==> src/rtl/bp_update_ctrl.sv <==
// Branch predictor update scheduler: flags mispredictions from resolution events and queues
// BTB/BHT updates, draining them through the table port shared with fetch.
module bp_update_ctrl #(
   parameter int PC_W        = 32,
   parameter int BTB_ENTRIES = 32,
   parameter int IDX_W       = 5,
   parameter int Q_DEPTH     = 4
) (
   input  logic             clk,
   input  logic             rst_n,
   input  logic             res_valid,
   output logic             res_ready,
   input  logic [PC_W-1:0]  res_pc,
   input  logic [PC_W-1:0]  res_target,
   input  logic             res_taken,
   input  logic             res_hit,
   input  logic [IDX_W-1:0] res_hit_idx,
   input  logic [1:0]       res_ctr,
   input  logic [PC_W-1:0]  res_pred_tgt,
   input  logic             fetch_lookup,
   output logic             stall_fetch,
   output logic             flush,
   output logic [PC_W-1:0]  redirect_pc,
   output logic             tbl_we,
   output logic [IDX_W-1:0] tbl_idx,
   output logic [PC_W-1:0]  tbl_tag,
   output logic [PC_W-1:0]  tbl_target,
   output logic [1:0]       tbl_ctr
);

   localparam int PTR_W = (Q_DEPTH > 1) ? $clog2(Q_DEPTH) : 1;
   localparam int CNT_W = PTR_W + 1;

   typedef enum logic [1:0] {IDLE, DRAIN, FORCE} state_t;

   typedef struct packed {
      logic [IDX_W-1:0] idx;
      logic [PC_W-1:0]  tag;
      logic [PC_W-1:0]  target;
      logic [1:0]       ctr;
   } upd_t;

   upd_t             q_mem [Q_DEPTH];
   logic [PTR_W-1:0] head_reg, tail_reg;
   logic [CNT_W-1:0] count_reg, count_next;
   logic [IDX_W-1:0] rr_ptr_reg;
   state_t           state_reg, state_next;

   logic pred_t, mispredict, accept, enq, deq;
   upd_t enq_entry;
   logic [1:0] ctr_upd;

   assign res_ready   = (count_reg < CNT_W'(Q_DEPTH));
   assign stall_fetch = (state_reg == FORCE);

   assign pred_t     = res_hit & res_ctr[1];
   assign mispredict = (pred_t != res_taken) |
                       (pred_t & res_taken & (res_pred_tgt != res_target));
   assign accept     = res_valid & res_ready;
   // A not-taken miss leaves the tables untouched; only hits and taken misses update.
   assign enq        = accept & (res_hit | res_taken);
   assign deq        = (count_reg != '0) & (~fetch_lookup | (state_reg == FORCE));

   always_comb begin
      ctr_upd = res_ctr;
      if (res_taken) begin
         if (res_ctr != 2'b11) ctr_upd = res_ctr + 2'd1;
      end else begin
         if (res_ctr != 2'b00) ctr_upd = res_ctr - 2'd1;
      end
   end

   always_comb begin
      enq_entry.tag    = res_pc;
      enq_entry.idx    = res_hit ? res_hit_idx : rr_ptr_reg;
      enq_entry.ctr    = res_hit ? ctr_upd : 2'b10;
      enq_entry.target = (res_hit & ~res_taken) ? res_pred_tgt : res_target;
   end

   always_comb begin
      count_next = count_reg;
      case ({enq, deq})
         2'b10:   count_next = count_reg + CNT_W'(1);
         2'b01:   count_next = count_reg - CNT_W'(1);
         default: count_next = count_reg;
      endcase
   end

   // FORCE releases only at Q_DEPTH-2 so fetch is not stalled and released on alternate cycles.
   always_comb begin
      state_next = state_reg;
      case (state_reg)
         IDLE:  if (count_next != '0) state_next = DRAIN;
         DRAIN: begin
            if (count_next == '0)                     state_next = IDLE;
            else if (count_next == CNT_W'(Q_DEPTH))   state_next = FORCE;
         end
         FORCE: begin
            if (count_next == '0)                          state_next = IDLE;
            else if (count_next <= CNT_W'(Q_DEPTH - 2))    state_next = DRAIN;
         end
         default: state_next = IDLE;
      endcase
   end

   always_ff @(posedge clk) begin
      if (enq) q_mem[tail_reg] <= enq_entry;
   end

   always_ff @(posedge clk or negedge rst_n) begin
      if (!rst_n) begin
         head_reg    <= '0;
         tail_reg    <= '0;
         count_reg   <= '0;
         rr_ptr_reg  <= '0;
         state_reg   <= IDLE;
         flush       <= 1'b0;
         redirect_pc <= '0;
         tbl_we      <= 1'b0;
         tbl_idx     <= '0;
         tbl_tag     <= '0;
         tbl_target  <= '0;
         tbl_ctr     <= '0;
      end else begin
         count_reg <= count_next;
         state_reg <= state_next;
         if (enq) tail_reg <= (tail_reg == PTR_W'(Q_DEPTH - 1)) ? '0 : tail_reg + PTR_W'(1);
         if (deq) head_reg <= (head_reg == PTR_W'(Q_DEPTH - 1)) ? '0 : head_reg + PTR_W'(1);
         if (enq & ~res_hit)
            rr_ptr_reg <= (rr_ptr_reg == IDX_W'(BTB_ENTRIES - 1)) ? '0 : rr_ptr_reg + IDX_W'(1);
         flush <= accept & mispredict;
         if (accept) redirect_pc <= res_taken ? res_target : res_pc + PC_W'(4);
         tbl_we <= deq;
         if (deq) begin
            tbl_idx    <= q_mem[head_reg].idx;
            tbl_tag    <= q_mem[head_reg].tag;
            tbl_target <= q_mem[head_reg].target;
            tbl_ctr    <= q_mem[head_reg].ctr;
         end
      end
   end

endmodule

==> config.mk <==
export PLATFORM = sky130hd
export DESIGN_NAME = bp_update_ctrl
export DESIGN_NICKNAME = d
export VERILOG_FILES = /design/src/rtl/bp_update_ctrl.sv
export SDC_FILE = /design/constraint.sdc
export NUM_CORES = 1
export LEC_CHECK = 0
export ABC_AREA = 1
export CORE_ASPECT_RATIO = 1.1
export CORE_MARGIN = 2
export CORE_UTILIZATION = 40
export DETAILED_ROUTE_END_ITERATION = 10
export PLACE_DENSITY = 0.67
export SLEW_MARGIN = 20
export SYNTH_ARGS = -nofsm -noshare
export SYNTH_HDL_FRONTEND = slang
export SYNTH_SLANG_ARGS = --single-unit
==> constraint.sdc <==
create_clock -name clk -period 13.4 [get_ports clk]
set_clock_uncertainty 0.2 [all_clocks]
set_input_delay 2.68 -clock clk [delete_from_list [all_inputs] [get_ports clk]]
set_output_delay 2.68 -clock clk [all_outputs]
set_load 0.01 [all_outputs]
# Yosys cells after proc, flatten, opt, wreduce, memory -nomap -nowiden
# Memories as Yosys holds them, arrays and structs flattened. A register that Yosys moved wholly into a read port is not among the register bits.
# Index checks and enable logic that the tools add are counted.
# op_classes
add_sub_neg,8
n_reduce_logical,7
mux,19
bitwise_logic,15
magnitude_cmp,2
n_eq_ne,14
# op_table
operator,n
2-to-1 mux 32 bit,2
adder 32 x 3 -> 32 bit (second input constant),1
inequality test 32 bit,1
2-to-1 mux 2 bit,11
2-to-1 mux 5 bit,2
AND 1 bit,9
== test 2 bit (second input constant),4
adder 2 x 1 -> 2 bit (second input constant),3
one-hot mux 2 bit (3 select lines),1
one-hot mux 3 bit (2 select lines),1
nonzero test 3 bit,2
adder 5 x 1 -> 5 bit (second input constant),1
== test 5 bit (second input constant),1
== test 2 x 1 -> 1 bit (second input constant),2
inequality test 2 bit (second input constant),2
adder 3 x 1 -> 3 bit (second input constant),1
== test 3 bit (second input constant),1
less-or-equal comparator 3 x 2 -> 1 bit (second input constant),1
logical NOT 3 bit,1
< comparator 3 bit (second input constant),1
inequality test 3 x 1 -> 1 bit (second input constant),1
inequality test 3 bit (second input constant),1
NOT 1 bit,3
OR 1 bit,3
other kinds (8),9
# totals
ram_bits,284
elab_cells,74
regBits,48
mem_count,1
output_inout_bits,107
in_bits,109
# mem_list
name,words,word_bits,rd,rd_clocked_by_memory_dff,write_ports,line,text
q_mem,4,71,1,1,1,43,upd_t q_mem [Q_DEPTH];

# Depth between registers and ports, before layout
# logic_depth
word_depth,9
mapped_depth,16
depth_no_buf,14

# Worst setup path before layout
# OpenSTA, ideal clock, no wires.
# synth_timing
path_type,input -> register
from,input port res_hit
to,"memory q_mem[0][0] (netlist name), enable pin"
path_stages,5
path_slack_ps,6557
arrival_ps,6143
required_ps,12700
path_cell_list,buf_4 > inv_1 > a21oi_4 > inv_2 > nor2_1
# synth_between
elab_chain_cells,4
# synth_lines
item,line,text
from (decl),16,"input logic res_hit,"
OR 1 bit,61,assign enq = accept & (res_hit | res_taken);
AND 1 bit,61,
2-to-1 mux 1 bit,107,if (enq) q_mem[tail_reg] <= enq_entry;
2-to-1 mux 1 bit (implied by the code),107,
to (decl),43,
# Every way passes these cells.

==> results.ini <==
[pwr]
power_leakage_nw=7.88
power.total_mw=4.34
p_per_area_mw_per_mm2=204
ir_worst_vdd_uv=109

[critical_path]
worstSetupEndpointType=register
slowest_stage=nand2_2
worstPathCellList=clkdlybuf4s50_1, buf_4, inv_1, buf_4, nand2_2, o21ai_0
path_common_cell=buf_4
cp.depth=6
crit_required_ns=13.48
setup.worst_path.start_class=input port
reg2reg_setup_slack_ns=10.36
timing.rr.end=state_reg[1]$_DFFE_PN0P_
r2r_cells=12
worst-path-buf-inv=4
arrival_ns=5.32
r2r-start=state_reg[1]$_DFFE_PN0P_
cp_slowest_stage_delay_ns=0.73
crit_end=q_mem[3][21]$_DFFE_PP_
critical-path-top-delay-family=buffers and inverters
critPathKind=in2reg
crit_start=res_taken
path_max_fanout=48

[cts]
cts_tree=done
clk_path_buf_depth=3
clkSinkCount=403
clk_latency_ns=0.55
clock-root-buffer=clkbuf_16
post_cts_buffers=0
post_cts_resized=0
cts.clk_slew.worst_paths_ns=0.07
cts.htree.levels=2
cts_buffers=40
cts_hold_buf=0

[synthesis]
synth-edff-count=284
ys_types=38
synthArstFlopShare=0.295
yosysWarnings=0
yosysMostFrequentCell=nor2_1
synthCells=1645
yosys.area.top_type_share=0.494
netlist_top_cells_count=nor2_1 (438), edfxtp_1 (284), nand2_1 (206)
synth_seq_cells=403
ys.flop_type=edfxtp_1
synth_area_leader_cell=edfxtp_1
syn_nets=1765
ys_seq_area_frac=0.667
syn_area_per_cell_um2=10.5
netlist_area_mm2=0.0173
synth_area_leaders=edfxtp_1 (49%), dfrtp_1 (17%), nor2_1 (9.5%), o21ai_0 (5.2%), nand2_1 (4.5%)

[placed_design]
dpl.hpwl_um=32000
port-buffer-count=215
gp_congestion=0.884
place_area_mm2=0.0199

[detailed_routing]
drt_iter0_markers=1221
wl_per_cell_um=20.1
ant_nets=0
num_vias=12755
dr.pass1.iters=6
route.final.wire_length_um=48900
drt-vias-per-instance=5.25
drcViolationCount=0

[grt]
grt_overflow_total=0
track_usage=0.215
grt_max_degree=105
grt_pass1_wl_um=73600
grt_pass1_vias=12356
antenna_found_initial=0

[status]
status=finished, final reports clean

[floorplan]
ios=216
rows=79
die_h_um=222
coreArea_mm2=0.0424
die_w_um=202
die_area_mm2=0.0448
start_util=0.407

[final_layout]
multi_input_area_mm2=0.00510
seq_area_mm2=0.0115
syn_to_final_growth_pct=23.1
drive_gt1_frac=0.0617
finalInstanceArea_mm2=0.0213
fill_cells=3730
top_register=q_mem
largest_reg_flops=284
diodes=0
nets=1952

[timing]
slew_viol_final=0
finalSetupTns_ns=0
worst_pin_slew_ns=1.13
setup_viol=0
min_period_ns=5.24
fmax_mhz=191
hold_viol=0
rsz0062_at_grt=false
max_slew_margin=0.243
finalCritPeriodShare=0.391

[worst_hold_path]
hp-class=reg2reg

[run]
cap_viol_max_count=0

==> cells in the final DEF, fill, tap and decap left out, types with 3 or more instances in the layout <==
cell / count
a21oi_1: 55
o21ai_0: 178
nor2_4: 6
clkbuf_1: 11
xnor2_1: 26
nor2_2: 3
a31oi_1: 71
nand3b_1: 7
nand3_2: 3
ha_1: 10
nand2_2: 3
bufinv_16: 4
nor2_1: 434
clkdlybuf4s50_1: 214
inv_1: 71
nor3_1: 9
inv_2: 4
dfrtp_1: 117
nand2_1: 204
clkbuf_16: 42
edfxtp_1: 284
clkbuf_8: 5
mux2_2: 10
xor2_1: 5
clkinv_1: 3
buf_4: 12
clkinv_2: 6
nand3_1: 35
nand4_1: 5
==> worst min path at each step <==
stage / depth (start not counted) / endpoint / slack (ns) / startpoint
floorplan: 2 / rr_ptr_reg[4]$_DFFE_PN0P_ / 0.27 / rr_ptr_reg[4]$_DFFE_PN0P_
global placement: 2 / redirect_pc[31]$_DFFE_PN0P_ / 0.28 / redirect_pc[31]$_DFFE_PN0P_
detailed placement: 2 / redirect_pc[26]$_DFFE_PN0P_ / 0.27 / redirect_pc[26]$_DFFE_PN0P_
CTS: 2 / redirect_pc[26]$_DFFE_PN0P_ / 0.30 / redirect_pc[26]$_DFFE_PN0P_
global route: 2 / redirect_pc[26]$_DFFE_PN0P_ / 0.31 / redirect_pc[26]$_DFFE_PN0P_
finish: 2 / redirect_pc[26]$_DFFE_PN0P_ / 0.29 / redirect_pc[26]$_DFFE_PN0P_
==> where the power goes <==
| group | switching, mW | leakage (nW) | total, mW | internal [mW] |
|---|---|---|---|---|
| clock network | 0.471 | 0.669 | 1.16 | 0.685 |
| registers | 0.228 | 3.93 | 1.85 | 1.62 |
| logic | 0.765 | 3.28 | 1.33 | 0.566 |
==> metrics by stage <==
step	hold WS, ns	setup slack [ns]	util	std cells
floorplan	0.270	6.56	-	1645
global placement	0.280	7.74	0.469	2357
detailed placement	0.268	7.67	0.469	2357
CTS	0.298	8.21	0.501	2431
global route	0.314	7.97	0.501	2431
finish	0.294	8.16	0.501	2431
==> layer usage <==
layer / GRT usage / share of wire
met4: 0.0859 / 0.040
met3: 0.0367 / 0.068
met2: 0.346 / 0.47
met1: 0.289 / 0.42
met5: 0 / 0
==> cell families (layout without fill, tap and decap cells) <==
group                      count (synthesis)  in the layout  share of synthesized area
AOI/OAI and AO/OA                        312            312                     0.0971
DFF                                      403            403                      0.667
xor gates and xnor gates                  31             31                     0.0157
adders and majority gates                 11             11                    0.00841
and+or+nand+nor                          716            716                      0.166
buffers and inverters                    162            381                     0.0398
muxes                                     10             10                    0.00652
==> worst min-delay path, delay by kind of cell, from the launching register on <==
| family | cells | cell delay [ns] |
|---|---|---|
| flip-flops | 1 | 0.35 |
| AND/OR/NAND/NOR | 2 | 0.10 |
==> final cells by class <==
class,count,share of cell area
clock buffer,58,0.0546
inverter,79,0.0142
sequential,403,0.542
clock inverter,16,0.00989
multi-input combinational,1080,0.240
timing repair buffer,228,0.106
tap,567,0.0334
Note: power is estimated with default switching activity, not from simulation.
